### src/rtl/mouse_axis_pkg.sv
// Shared types for the PS/2-mouse-to-analog-axis emulator: mode enum,
// mouse packet layout and status-byte bit positions.
package mouse_axis_pkg;

    typedef enum logic {
        JOY   = 1'b0,
        MOUSE = 1'b1
    } mode_t;

    typedef struct packed {
        logic       strobe;
        logic [7:0] dy;
        logic [7:0] dx;
        logic [7:0] status;
    } ps2_mouse_t;

    localparam int BTN_L  = 0;
    localparam int BTN_R  = 1;
    localparam int X_SIGN = 4;
    localparam int Y_SIGN = 5;
    localparam int X_OVF  = 6;
    localparam int Y_OVF  = 7;

endpackage

### src/rtl/mouse_axis_if.sv
// Bundle of mouse, real-joystick and selected-axis signals between hps_io
// and the core's joystick ports. The emulator uses the slave side.
interface mouse_axis_if #(
    parameter int AXIS_W = 8
);
    import mouse_axis_pkg::*;

    ps2_mouse_t               ps2_mouse;
    logic                     mouse_en;
    logic                     sync_clear;
    logic signed [AXIS_W-1:0] joy_x;
    logic signed [AXIS_W-1:0] joy_y;
    logic                     joy_fire;
    logic                     joy_active;
    logic signed [AXIS_W-1:0] axis_x;
    logic signed [AXIS_W-1:0] axis_y;
    logic                     fire;
    logic                     emu_active;

    modport master (
        output ps2_mouse, mouse_en, sync_clear, joy_x, joy_y, joy_fire, joy_active,
        input  axis_x, axis_y, fire, emu_active
    );

    modport slave (
        input  ps2_mouse, mouse_en, sync_clear, joy_x, joy_y, joy_fire, joy_active,
        output axis_x, axis_y, fire, emu_active
    );

endinterface

### src/rtl/mouse_axis_accum.sv
// One axis: overflow substitution and clamp of the packet delta (stage 1),
// then saturating accumulate / recentre of the axis position (stage 2).
module mouse_axis_accum #(
    parameter int AXIS_W   = 8,
    parameter int MAX_STEP = 10,
    parameter bit NEG      = 1'b0
) (
    input  logic                     clk_sys,
    input  logic                     hard_reset_n,
    input  logic                     i_cap,
    input  logic [7:0]               i_delta,
    input  logic                     i_sign,
    input  logic                     i_ovf,
    input  logic                     i_clear,
    input  logic                     i_upd,
    input  logic                     i_recentre,
    output logic signed [AXIS_W-1:0] o_acc
);
    // Sum width is AXIS_W+2, but never narrower than a sign-extended 9-bit step.
    localparam int SW = (AXIS_W + 2 > 10) ? AXIS_W + 2 : 10;
    localparam logic signed [8:0]    STEP_HI = 9'(MAX_STEP);
    localparam logic signed [8:0]    STEP_LO = 9'(-MAX_STEP);
    localparam logic signed [SW-1:0] SAT_HI  = SW'((64'sd1 <<< (AXIS_W - 1)) - 64'sd1);
    localparam logic signed [SW-1:0] SAT_LO  = ~SAT_HI;

    logic signed [8:0]    w_ext;
    logic signed [8:0]    w_step;
    logic signed [8:0]    r_step;
    logic signed [SW-1:0] w_acc;
    logic signed [SW-1:0] w_sum;
    logic signed [SW-1:0] w_sat;

    always_comb begin
        w_ext = {i_sign, i_delta};
        if (i_ovf)
            w_step = i_sign ? STEP_LO : STEP_HI;
        else if (w_ext > STEP_HI)
            w_step = STEP_HI;
        else if (w_ext < STEP_LO)
            w_step = STEP_LO;
        else
            w_step = w_ext;

        w_acc = SW'(o_acc);
        w_sum = NEG ? (w_acc - SW'(r_step)) : (w_acc + SW'(r_step));
        if (w_sum > SAT_HI)
            w_sat = SAT_HI;
        else if (w_sum < SAT_LO)
            w_sat = SAT_LO;
        else
            w_sat = w_sum;
    end

    always_ff @(posedge clk_sys or negedge hard_reset_n) begin
        if (!hard_reset_n) begin
            r_step <= '0;
            o_acc  <= '0;
        end else begin
            if (i_cap)
                r_step <= w_step;
            if (i_clear)
                o_acc <= '0;
            else if (i_upd)
                o_acc <= AXIS_W'(w_sat);
            else if (i_recentre && (o_acc != '0))
                o_acc <= o_acc[AXIS_W-1] ? (o_acc + AXIS_W'(1)) : (o_acc - AXIS_W'(1));
        end
    end

endmodule

### src/rtl/mouse_axis_emu.sv
// PS/2 mouse to saturating analog axes, muxed with the real joystick.
// Optional idle recentring is enabled by defining MOUSE_AXIS_RECENTRE_EN.
module mouse_axis_emu
    import mouse_axis_pkg::*;
#(
    parameter int AXIS_W   = 8,
    parameter int MAX_STEP = 10,
    parameter int INVERT_Y = 1
`ifdef MOUSE_AXIS_RECENTRE_EN
    ,
    parameter int RECENTRE_PERIOD = 65536
`endif
) (
    input logic           clk_sys,
    input logic           hard_reset_n,
    mouse_axis_if.slave   bus
);
    ps2_mouse_t               w_pkt;
    logic                     w_clear;
    logic                     w_zero;
    logic                     w_new;
    logic                     w_recentre;
    logic signed [AXIS_W-1:0] w_acc_x;
    logic signed [AXIS_W-1:0] w_acc_y;
    logic                     w_unused;

    mode_t                    r_mode;
    logic                     r_strobe;
    logic                     r_s0_valid;
    logic [7:0]               r_s0_dx;
    logic [7:0]               r_s0_dy;
    logic [7:0]               r_s0_st;
    logic                     r_s1_valid;
    logic [1:0]               r_s1_btn;
    logic                     r_fire_m;
    logic signed [AXIS_W-1:0] r_joy_x;
    logic signed [AXIS_W-1:0] r_joy_y;
    logic                     r_joy_fire;

    assign w_pkt    = bus.ps2_mouse;
    assign w_clear  = bus.sync_clear | ~bus.mouse_en;
    assign w_zero   = w_clear | bus.joy_active;
    assign w_new    = w_pkt.strobe ^ r_strobe;
    assign w_unused = &{1'b0, r_s0_st[3:2]};

    // The strobe copy always follows the input, so a packet dropped by a clear is consumed.
    always_ff @(posedge clk_sys or negedge hard_reset_n) begin
        if (!hard_reset_n) begin
            r_strobe   <= 1'b0;
            r_s0_valid <= 1'b0;
            r_s0_dx    <= '0;
            r_s0_dy    <= '0;
            r_s0_st    <= '0;
            r_s1_valid <= 1'b0;
            r_s1_btn   <= '0;
            r_fire_m   <= 1'b0;
            r_joy_x    <= '0;
            r_joy_y    <= '0;
            r_joy_fire <= 1'b0;
        end else begin
            r_strobe   <= w_pkt.strobe;
            r_s0_valid <= w_new & ~w_clear;
            if (w_new) begin
                r_s0_dx <= w_pkt.dx;
                r_s0_dy <= w_pkt.dy;
                r_s0_st <= w_pkt.status;
            end
            r_s1_valid <= r_s0_valid & ~w_clear;
            if (r_s0_valid)
                r_s1_btn <= {r_s0_st[BTN_R], r_s0_st[BTN_L]};
            if (w_zero)
                r_fire_m <= 1'b0;
            else if (r_s1_valid)
                r_fire_m <= |r_s1_btn;
            r_joy_x    <= bus.joy_x;
            r_joy_y    <= bus.joy_y;
            r_joy_fire <= bus.joy_fire;
        end
    end

    always_ff @(posedge clk_sys or negedge hard_reset_n) begin
        if (!hard_reset_n) begin
            r_mode <= JOY;
        end else begin
            case (r_mode)
                JOY:     if (r_s1_valid && !w_zero) r_mode <= MOUSE;
                MOUSE:   if (w_zero) r_mode <= JOY;
                default: r_mode <= JOY;
            endcase
        end
    end

`ifdef MOUSE_AXIS_RECENTRE_EN
    localparam int CNT_W = (RECENTRE_PERIOD > 1) ? $clog2(RECENTRE_PERIOD) : 1;
    logic [CNT_W-1:0] r_idle;

    assign w_recentre = (r_mode == MOUSE) && !r_s1_valid &&
                        (r_idle == CNT_W'(RECENTRE_PERIOD - 1));

    always_ff @(posedge clk_sys or negedge hard_reset_n) begin
        if (!hard_reset_n)
            r_idle <= '0;
        else if ((r_mode != MOUSE) || r_s1_valid || w_recentre)
            r_idle <= '0;
        else
            r_idle <= r_idle + CNT_W'(1);
    end
`else
    assign w_recentre = 1'b0;
`endif

    mouse_axis_accum #(.AXIS_W(AXIS_W), .MAX_STEP(MAX_STEP), .NEG(1'b0)) u_acc_x (
        .clk_sys      (clk_sys),
        .hard_reset_n (hard_reset_n),
        .i_cap        (r_s0_valid),
        .i_delta      (r_s0_dx),
        .i_sign       (r_s0_st[X_SIGN]),
        .i_ovf        (r_s0_st[X_OVF]),
        .i_clear      (w_zero),
        .i_upd        (r_s1_valid),
        .i_recentre   (w_recentre),
        .o_acc        (w_acc_x)
    );

    mouse_axis_accum #(.AXIS_W(AXIS_W), .MAX_STEP(MAX_STEP), .NEG(INVERT_Y != 0)) u_acc_y (
        .clk_sys      (clk_sys),
        .hard_reset_n (hard_reset_n),
        .i_cap        (r_s0_valid),
        .i_delta      (r_s0_dy),
        .i_sign       (r_s0_st[Y_SIGN]),
        .i_ovf        (r_s0_st[Y_OVF]),
        .i_clear      (w_zero),
        .i_upd        (r_s1_valid),
        .i_recentre   (w_recentre),
        .o_acc        (w_acc_y)
    );

    assign bus.axis_x     = (r_mode == MOUSE) ? w_acc_x : r_joy_x;
    assign bus.axis_y     = (r_mode == MOUSE) ? w_acc_y : r_joy_y;
    assign bus.fire       = (r_mode == MOUSE) ? r_fire_m : r_joy_fire;
    assign bus.emu_active = (r_mode == MOUSE);

endmodule

### src/flat_wrapper.sv
// flat-port wrapper written by rule: the top's interface ports become plain ports
module mouse_axis_emu_flat import mouse_axis_pkg::*;
#(
    parameter int AXIS_W   = 8,
    parameter int MAX_STEP = 10,
    parameter int INVERT_Y = 1

)
  (clk_sys, hard_reset_n, bus_ps2_mouse, bus_mouse_en, bus_sync_clear, bus_joy_x, bus_joy_y, bus_joy_fire, bus_joy_active, bus_axis_x, bus_axis_y, bus_fire, bus_emu_active);
  mouse_axis_if #(.AXIS_W(AXIS_W)) bus_i ();
  input logic clk_sys;
  input logic hard_reset_n;
  input wire logic [$bits(bus_i.ps2_mouse)-1:0] bus_ps2_mouse;
  input wire logic [$bits(bus_i.mouse_en)-1:0] bus_mouse_en;
  input wire logic [$bits(bus_i.sync_clear)-1:0] bus_sync_clear;
  input wire logic [$bits(bus_i.joy_x)-1:0] bus_joy_x;
  input wire logic [$bits(bus_i.joy_y)-1:0] bus_joy_y;
  input wire logic [$bits(bus_i.joy_fire)-1:0] bus_joy_fire;
  input wire logic [$bits(bus_i.joy_active)-1:0] bus_joy_active;
  output wire logic [$bits(bus_i.axis_x)-1:0] bus_axis_x;
  output wire logic [$bits(bus_i.axis_y)-1:0] bus_axis_y;
  output wire logic [$bits(bus_i.fire)-1:0] bus_fire;
  output wire logic [$bits(bus_i.emu_active)-1:0] bus_emu_active;
  assign bus_i.ps2_mouse = bus_ps2_mouse;
  assign bus_i.mouse_en = bus_mouse_en;
  assign bus_i.sync_clear = bus_sync_clear;
  assign bus_i.joy_x = bus_joy_x;
  assign bus_i.joy_y = bus_joy_y;
  assign bus_i.joy_fire = bus_joy_fire;
  assign bus_i.joy_active = bus_joy_active;
  assign bus_axis_x = bus_i.axis_x;
  assign bus_axis_y = bus_i.axis_y;
  assign bus_fire = bus_i.fire;
  assign bus_emu_active = bus_i.emu_active;
  mouse_axis_emu #(.AXIS_W(AXIS_W), .MAX_STEP(MAX_STEP), .INVERT_Y(INVERT_Y)) u_core (.clk_sys(clk_sys), .hard_reset_n(hard_reset_n), .bus(bus_i));
endmodule
### config.mk
export PLATFORM = sky130hd
export DESIGN_NAME = mouse_axis_emu_flat
export DESIGN_NICKNAME = d
export VERILOG_FILES = /design/src/rtl/mouse_axis_pkg.sv /design/src/rtl/mouse_axis_if.sv /design/src/rtl/mouse_axis_accum.sv /design/src/rtl/mouse_axis_emu.sv /design/src/flat_wrapper.sv
export SDC_FILE = /design/constraint.sdc
export NUM_CORES = 1
export LEC_CHECK = 0
export BUFFER_PORTS_ARGS = -buffer_cell sky130_fd_sc_hd__buf_2
export CORE_MARGIN = 1.5
export CORE_UTILIZATION = 50
export CTS_BUF_LIST = sky130_fd_sc_hd__clkbuf_4 sky130_fd_sc_hd__clkbuf_8 sky130_fd_sc_hd__clkbuf_16
export DETAILED_ROUTE_END_ITERATION = 8
export PLACE_DENSITY = 0.69
export SLEW_MARGIN = 15
export SYNTH_ARGS = -nofsm -noshare
export SYNTH_HDL_FRONTEND = slang
export SYNTH_SLANG_ARGS = --single-unit
export TNS_END_PERCENT = 20
### constraint.sdc
create_clock -name clk_sys -period 5.2 [get_ports clk_sys]
set_input_delay 0.26 -clock clk_sys [delete_from_list [all_inputs] [get_ports clk_sys]]
set_output_delay 0.26 -clock clk_sys [all_outputs]
set_load 0.02 [all_outputs]
# Word level (Yosys, flattened, before mapping)
# Index checks and enable logic that the tools add are counted.
[op_classes] add_sub_neg=2 multipliers=0 div_mod_pow=0 magnitude_cmp=8 n_eq_ne=0 shift=0 mux=24 bitwise=8 n_reduce_logical=4
[op_table] op="2-to-1 mux 8 bit" n=10
[op_table] op="2-to-1 mux 9 bit" n=8
[op_table] op="greater-than comparator 10 x 8 -> 1 bit (second input constant)" n=2
[op_table] op="< comparator 10 x 8 -> 1 bit (second input constant)" n=2
[op_table] op="greater-than comparator 9 x 5 -> 1 bit (second input constant)" n=2
[op_table] op="< comparator 9 x 5 -> 1 bit (second input constant)" n=2
[op_table] op="adder 8 x 9 -> 10 bit" n=1
[op_table] op="subtractor 8 x 9 -> 10 bit" n=1
[op_table] op="2-to-1 mux 1 bit" n=5
[op_table] op="NOT 1 bit" n=3
[op_table] op="bitwise AND 1 bit" n=2
[op_table] op="bitwise OR 1 bit" n=2
[op_table] op="case mux 1 bit (2 select lines)" n=1
[op_table] op="nonzero test 2 bit" n=1
[op_table] op="OR reduction 2 bit" n=1
[op_table] op="logical AND 1 bit" n=1
[op_table] op="zero test 1 bit" n=1
[op_table] op="XOR 1 bit" n=1
[totals] regBits=82 latch_bits=0 ram_bits=0 romBits=0 in_bits=47 output_inout_bits=18 memories=0

# Logic depth before layout (Yosys ltp)
[logic_depth] depth_word=7 depth_mapped=10

# Modules after synthesis
# A second synthesis with hierarchy kept.
[unflattened] hier_cells=472 hier_area_um2=4870.9
[by_module_without_submodules] module="mouse_axis_emu" n_inst=1 cells_each=101 area_each_um2=1714.1
[by_module_without_submodules] module="mouse_axis_accum at u_core.u_acc_x" n_inst=1 cells_each=181 area_each_um2=1585.3
[by_module_without_submodules] module="mouse_axis_accum at u_core.u_acc_y" n_inst=1 cells_each=190 area_each_um2=1571.5

# Least setup slack after synthesis
# No wires, ideal clock.
[synth_path] path_kind="register -> register" from="register u_core.u_acc_x.o_acc[0]" to="register u_core.u_acc_x.o_acc[0]" setup_time_ns=0.066 arrival_ns=2.361 path_slack_ns=2.773 path_stages_with_launch=10 synth_period_minus_slack_ns=2.427 path_cell_list="dfrtp_1 ha_1 fa_1 a211oi_2 nor3_2 or4b_4 nand4_4 a32oi_2 o21ai_4 a221o_1"
[synth_between] elab_chain_len=6 word_cells_on_any_way=7 cone_classes="add/sub (1); order compare (2); mux (4)"
[synth_rtl] element="start, declared" line="mouse_axis_accum.sv:17" text="output logic signed [AXIS_W-1:0] o_acc"
[synth_rtl] element="start signal, assigned" line="mouse_axis_accum.sv:64" text="o_acc <= AXIS_W'(w_sat);"
[synth_rtl] element="start signal, assigned" line="mouse_axis_accum.sv:66" text="o_acc <= o_acc[AXIS_W-1] ? (o_acc + AXIS_W'(1)) : (o_acc - AXIS_W'(1));"
[synth_rtl] element="adder 8 x 9 -> 10 bit (*)" line="mouse_axis_accum.sv:45" text="w_sum = NEG ? (w_acc - SW'(r_step)) : (w_acc + SW'(r_step));"
[synth_rtl] element="< comparator 10 x 8 -> 1 bit" line="mouse_axis_accum.sv:48" text="else if (w_sum < SAT_LO)"
[synth_rtl] element="2-to-1 mux 8 bit" line="mouse_axis_accum.sv:48"
[synth_rtl] element="2-to-1 mux 8 bit (*)" line="mouse_axis_accum.sv:46" text="if (w_sum > SAT_HI)"
[synth_rtl] element="2-to-1 mux 8 bit (*)" line="mouse_axis_accum.sv:63" text="else if (i_upd)"
[synth_rtl] element="2-to-1 mux 8 bit (*)" line="mouse_axis_accum.sv:61" text="if (i_clear)"
# Every way passes the cells marked *; elsewhere a longest branch is shown, timed or not. The select of a mux whose other input is x is not followed.
# A chain may end at the register's enable or synchronous reset.

# Worst setup path in the final report
[layout_path] from="register u_core.u_acc_x.o_acc[0]" to="register u_core.u_acc_x.o_acc[4]"
# Same word-level chain as after synthesis.

==> results_dict.tcl <==
set metrics [dict create \
    first_pass_iters 4 \
    via_count 3118 \
    rows 33 \
    final-setup-viol-count 0 \
    synth-seq-cells 80 \
    h-tree-depth 3 \
    cts_resized 0 \
    cts_buffers 9 \
    cp-end-kind "flip-flop" \
    setup_tns_ns 0 \
    fin_crit_sh_pct 52.1 \
    synth_edf_count 0 \
    grt_max_degree 81 \
    post-route-cell-area_um2 4940 \
    die_h_um 94.3 \
    clockRootBuffer "clkbuf_8" \
    core_area_um2 8130 \
    syn_area_um2 4170 \
    cp_max_fo 7 \
    powerDensity_nw_per_um2 327 \
    drt_iter0_drc 142 \
    clk_pin_slew_ns 0.08 \
    dieWidth_um 94.3 \
    min_period_ns 2.71 \
    start_util_pct 51.3 \
    cp.arrival_ns 3.00 \
    area_growth_pct 18.5 \
    ys.flop_type "dfrtp_1" \
    hold_viol_final 0 \
    drive_gt1_share_pct 26.6 \
    finClkSkew_ns 0.0122 \
    track_usage_pct 20.6 \
    yosys-top-cells-area "dfrtp_1, mux2_2, ha_1" \
    status "finished clean" \
    overflow 0 \
    fmaxAchievable_ghz 0.369 \
    grt_pass1_wl_um 14100 \
    yosys.area_share.xor_xnor_pct 1.47 \
    yosys_warnings 0 \
    cts_tree "done" \
    clkLatencyLatePin_ns 0.36 \
    portBuffers 62 \
    cap_viol_max_count 0 \
    report.final.slew_viol_count 0 \
    worstSetupPathType "flip-flop to flip-flop" \
    synth-compound-area-share_pct 16.7 \
    worstHoldPathType "primary input to flip-flop" \
    via_per_inst 5.46 \
    clockBufferDepth 2 \
    relSlewSlack_pct 35.3 \
    ant_nets 0 \
    p_leak_nw 2.30 \
    antenna_found_initial 0 \
    dieArea_um2 8900 \
    rsz0062_at_grt "false" \
    synth_top_area_share_pct 48.0 \
    synthDistinctLibCells 66 \
    synthMuxAreaShare_pct 10.5 \
    gp_congestion 0.849 \
    wl_per_cell_um 14.4 \
    fillCellCount 685 \
    nets 530 \
    n_antenna_cell 0 \
    dp.cells 539 \
    tightest_slew_ns 0.971 \
    worstPathRequired_ns 5.49 \
    synth_fa_ha_area_share_pct 6.96 \
    cts_sinks 80 \
    async_reset_ff_share_pct 100 \
    synth_fp_nets 452 \
    ys_seq_area_share_pct 48.0 \
    drc 0 \
    startpoint_type "flip-flop" \
    synth.largest_area_cell "dfrtp_1" \
    synth_top_family_by_area "compound AO/OA/AOI/OAI gates" \
    place_area_um2 4570 \
    final_cells 571 \
    grt_pass1_vias 2984 \
    yosys.area_share.simple_pct 12.9 \
    ios 65 \
    hpwl_um 5790 \
    avgSynthCellArea_um2 10.9 \
    syn_inst 383 \
    drt-total-wl_um 8220 \
    ir_drop_mv 0.182 \
]
## stage by stage
step	hold WS (ns)	power (mW)	worst slack, ns	util, %
2_1_floorplan	-0.0356	1.03	2.77	-
3_3_place_gp	0.368	1.12	2.57	56.2
3_5_place_dp	0.369	1.13	2.52	56.2
4_1_cts	0.00881	1.63	2.48	60.8
5_1_grt	0.00231	1.72	2.37	60.8
6_report	0.0266	1.62	2.49	60.8
## cell families (layout without fill, tap and decap cells)
logic type,Yosys count,in the layout
buffers and inverters,36,119
muxes,39,39
AOI/OAI and AO/OA,91,91
adders and majority gates,22,22
and+or+nand+nor,108,108
DFF,80,80
xor gates and xnor gates,7,7
## state kept, by name, indices dropped and copies added, names as in the netlist, 2 cells and up
signal	count
u_core.u_acc_x.r_step	9
u_core.u_acc_y.r_step	9
u_core.r_joy_x	8
u_core.r_joy_y	8
u_core.r_s0_dx	8
u_core.r_s0_dy	8
u_core.u_acc_x.o_acc	8
u_core.u_acc_y.o_acc	8
u_core.r_s0_st	6
u_core.r_s1_btn	2
## layout make-up
cell class / count / area (um2) / area share (%)
clock inverters: 6 / 73.8 / 1.49
inverters: 24 / 90.1 / 1.82
well taps: 105 / 131 / 2.66
multi-input cells: 267 / 2030 / 41.0
repair buffers: 79 / 480 / 9.72
flip-flops and latches: 80 / 2000 / 40.5
clock buffers: 10 / 138 / 2.78
## worst max-delay path, stage by stage (launching register included)
cell and delay [ns]:
dfrtp_1 0.40, ha_1 0.23, fa_1 0.44, a211oi_2 0.31, nor3_2 0.09, or4b_4 0.53
nand4_4 0.10, a32oi_2 0.12, o21ai_4 0.25, a221o_1 0.16
## worst paths after layout
check                                                          from                             endpoint  slack [ns]  depth (start not counted)
worst max-delay path            u_core.u_acc_x.o_acc[0]$_DFFE_PN0P_  u_core.u_acc_x.o_acc[4]$_DFFE_PN0P_        2.49                          9
worst min-delay path                                   bus_joy_fire          u_core.r_joy_fire$_DFF_PN0_        0.03                          1
worst max register to register  u_core.u_acc_x.o_acc[0]$_DFFE_PN0P_  u_core.u_acc_x.o_acc[4]$_DFFE_PN0P_        2.49                          9
worst min register to register        u_core.r_s0_st[1]$_DFFE_PN0N_        u_core.r_s0_st[1]$_DFFE_PN0N_        0.50                          1
max in group asynchronous                              hard_reset_n        u_core.r_s0_st[0]$_DFFE_PN0N_        4.52                          1
min in group asynchronous                              hard_reset_n  u_core.u_acc_y.o_acc[3]$_DFFE_PN0P_        0.04                          1
## placed cells by master (no fill, tap or decap), types with 3 or more instances in the layout
| master | n |
|---|---|
| inv_1 | 24 |
| o21ai_0 | 10 |
| nor2_1 | 38 |
| nor4_1 | 3 |
| nand2b_1 | 3 |
| a211oi_1 | 3 |
| o211ai_1 | 4 |
| a21oi_1 | 15 |
| mux2_1 | 8 |
| and2_1 | 3 |
| o21ai_1 | 7 |
| nor3_1 | 6 |
| dlygate4sd3_1 | 16 |
| nand2_1 | 30 |
| a221o_1 | 7 |
| dfrtp_1 | 80 |
| a21o_1 | 6 |
| o311ai_1 | 3 |
| nand3_1 | 4 |
| xnor2_1 | 4 |
| mux2_2 | 30 |
| ha_1 | 20 |
| buf_2 | 61 |
| o22a_1 | 12 |
| clkbuf_8 | 10 |
## power by group
| group | internal, mW | leakage (nW) | total, mW | switching [mW] |
|---|---|---|---|---|
| registers | 0.696 | 0.980 | 0.754 | 0.0579 |
| logic | 0.175 | 1.21 | 0.379 | 0.203 |
| clock network | 0.241 | 0.101 | 0.483 | 0.241 |
| total | 1.11 | 2.30 | 1.62 | 0.503 |
## layer usage
metal / global-route usage, % / routed length (um) / vias up
met5: 0 / 0 / -
met4: 8.83 / 180 / 0
met3: 3.86 / 326 / 18
met2: 29.7 / 3510 / 77
met1: 30.1 / 4200 / 1473
li1: - / - / 1550
## timing repair
item | CTS | global route
buffers inserted | 0 | 0
endpoints found under the hold margin | 16 | 0
hold buffers | 16 | 0
## cell usage after synthesis (all sizes together), types with 4 or more instances
library cell  instances
nand3                 5
xnor2                 4
inv                  24
o211ai                5
nand2                31
o21ai                18
a21oi                15
nor3                  7
a221o                 7
a211oi                4
clkbuf                9
o22a                 12
mux2                 38
ha                   20
nor2                 41
dfrtp                80
a21o                  6
Note: power is estimated with default switching activity, not from simulation.
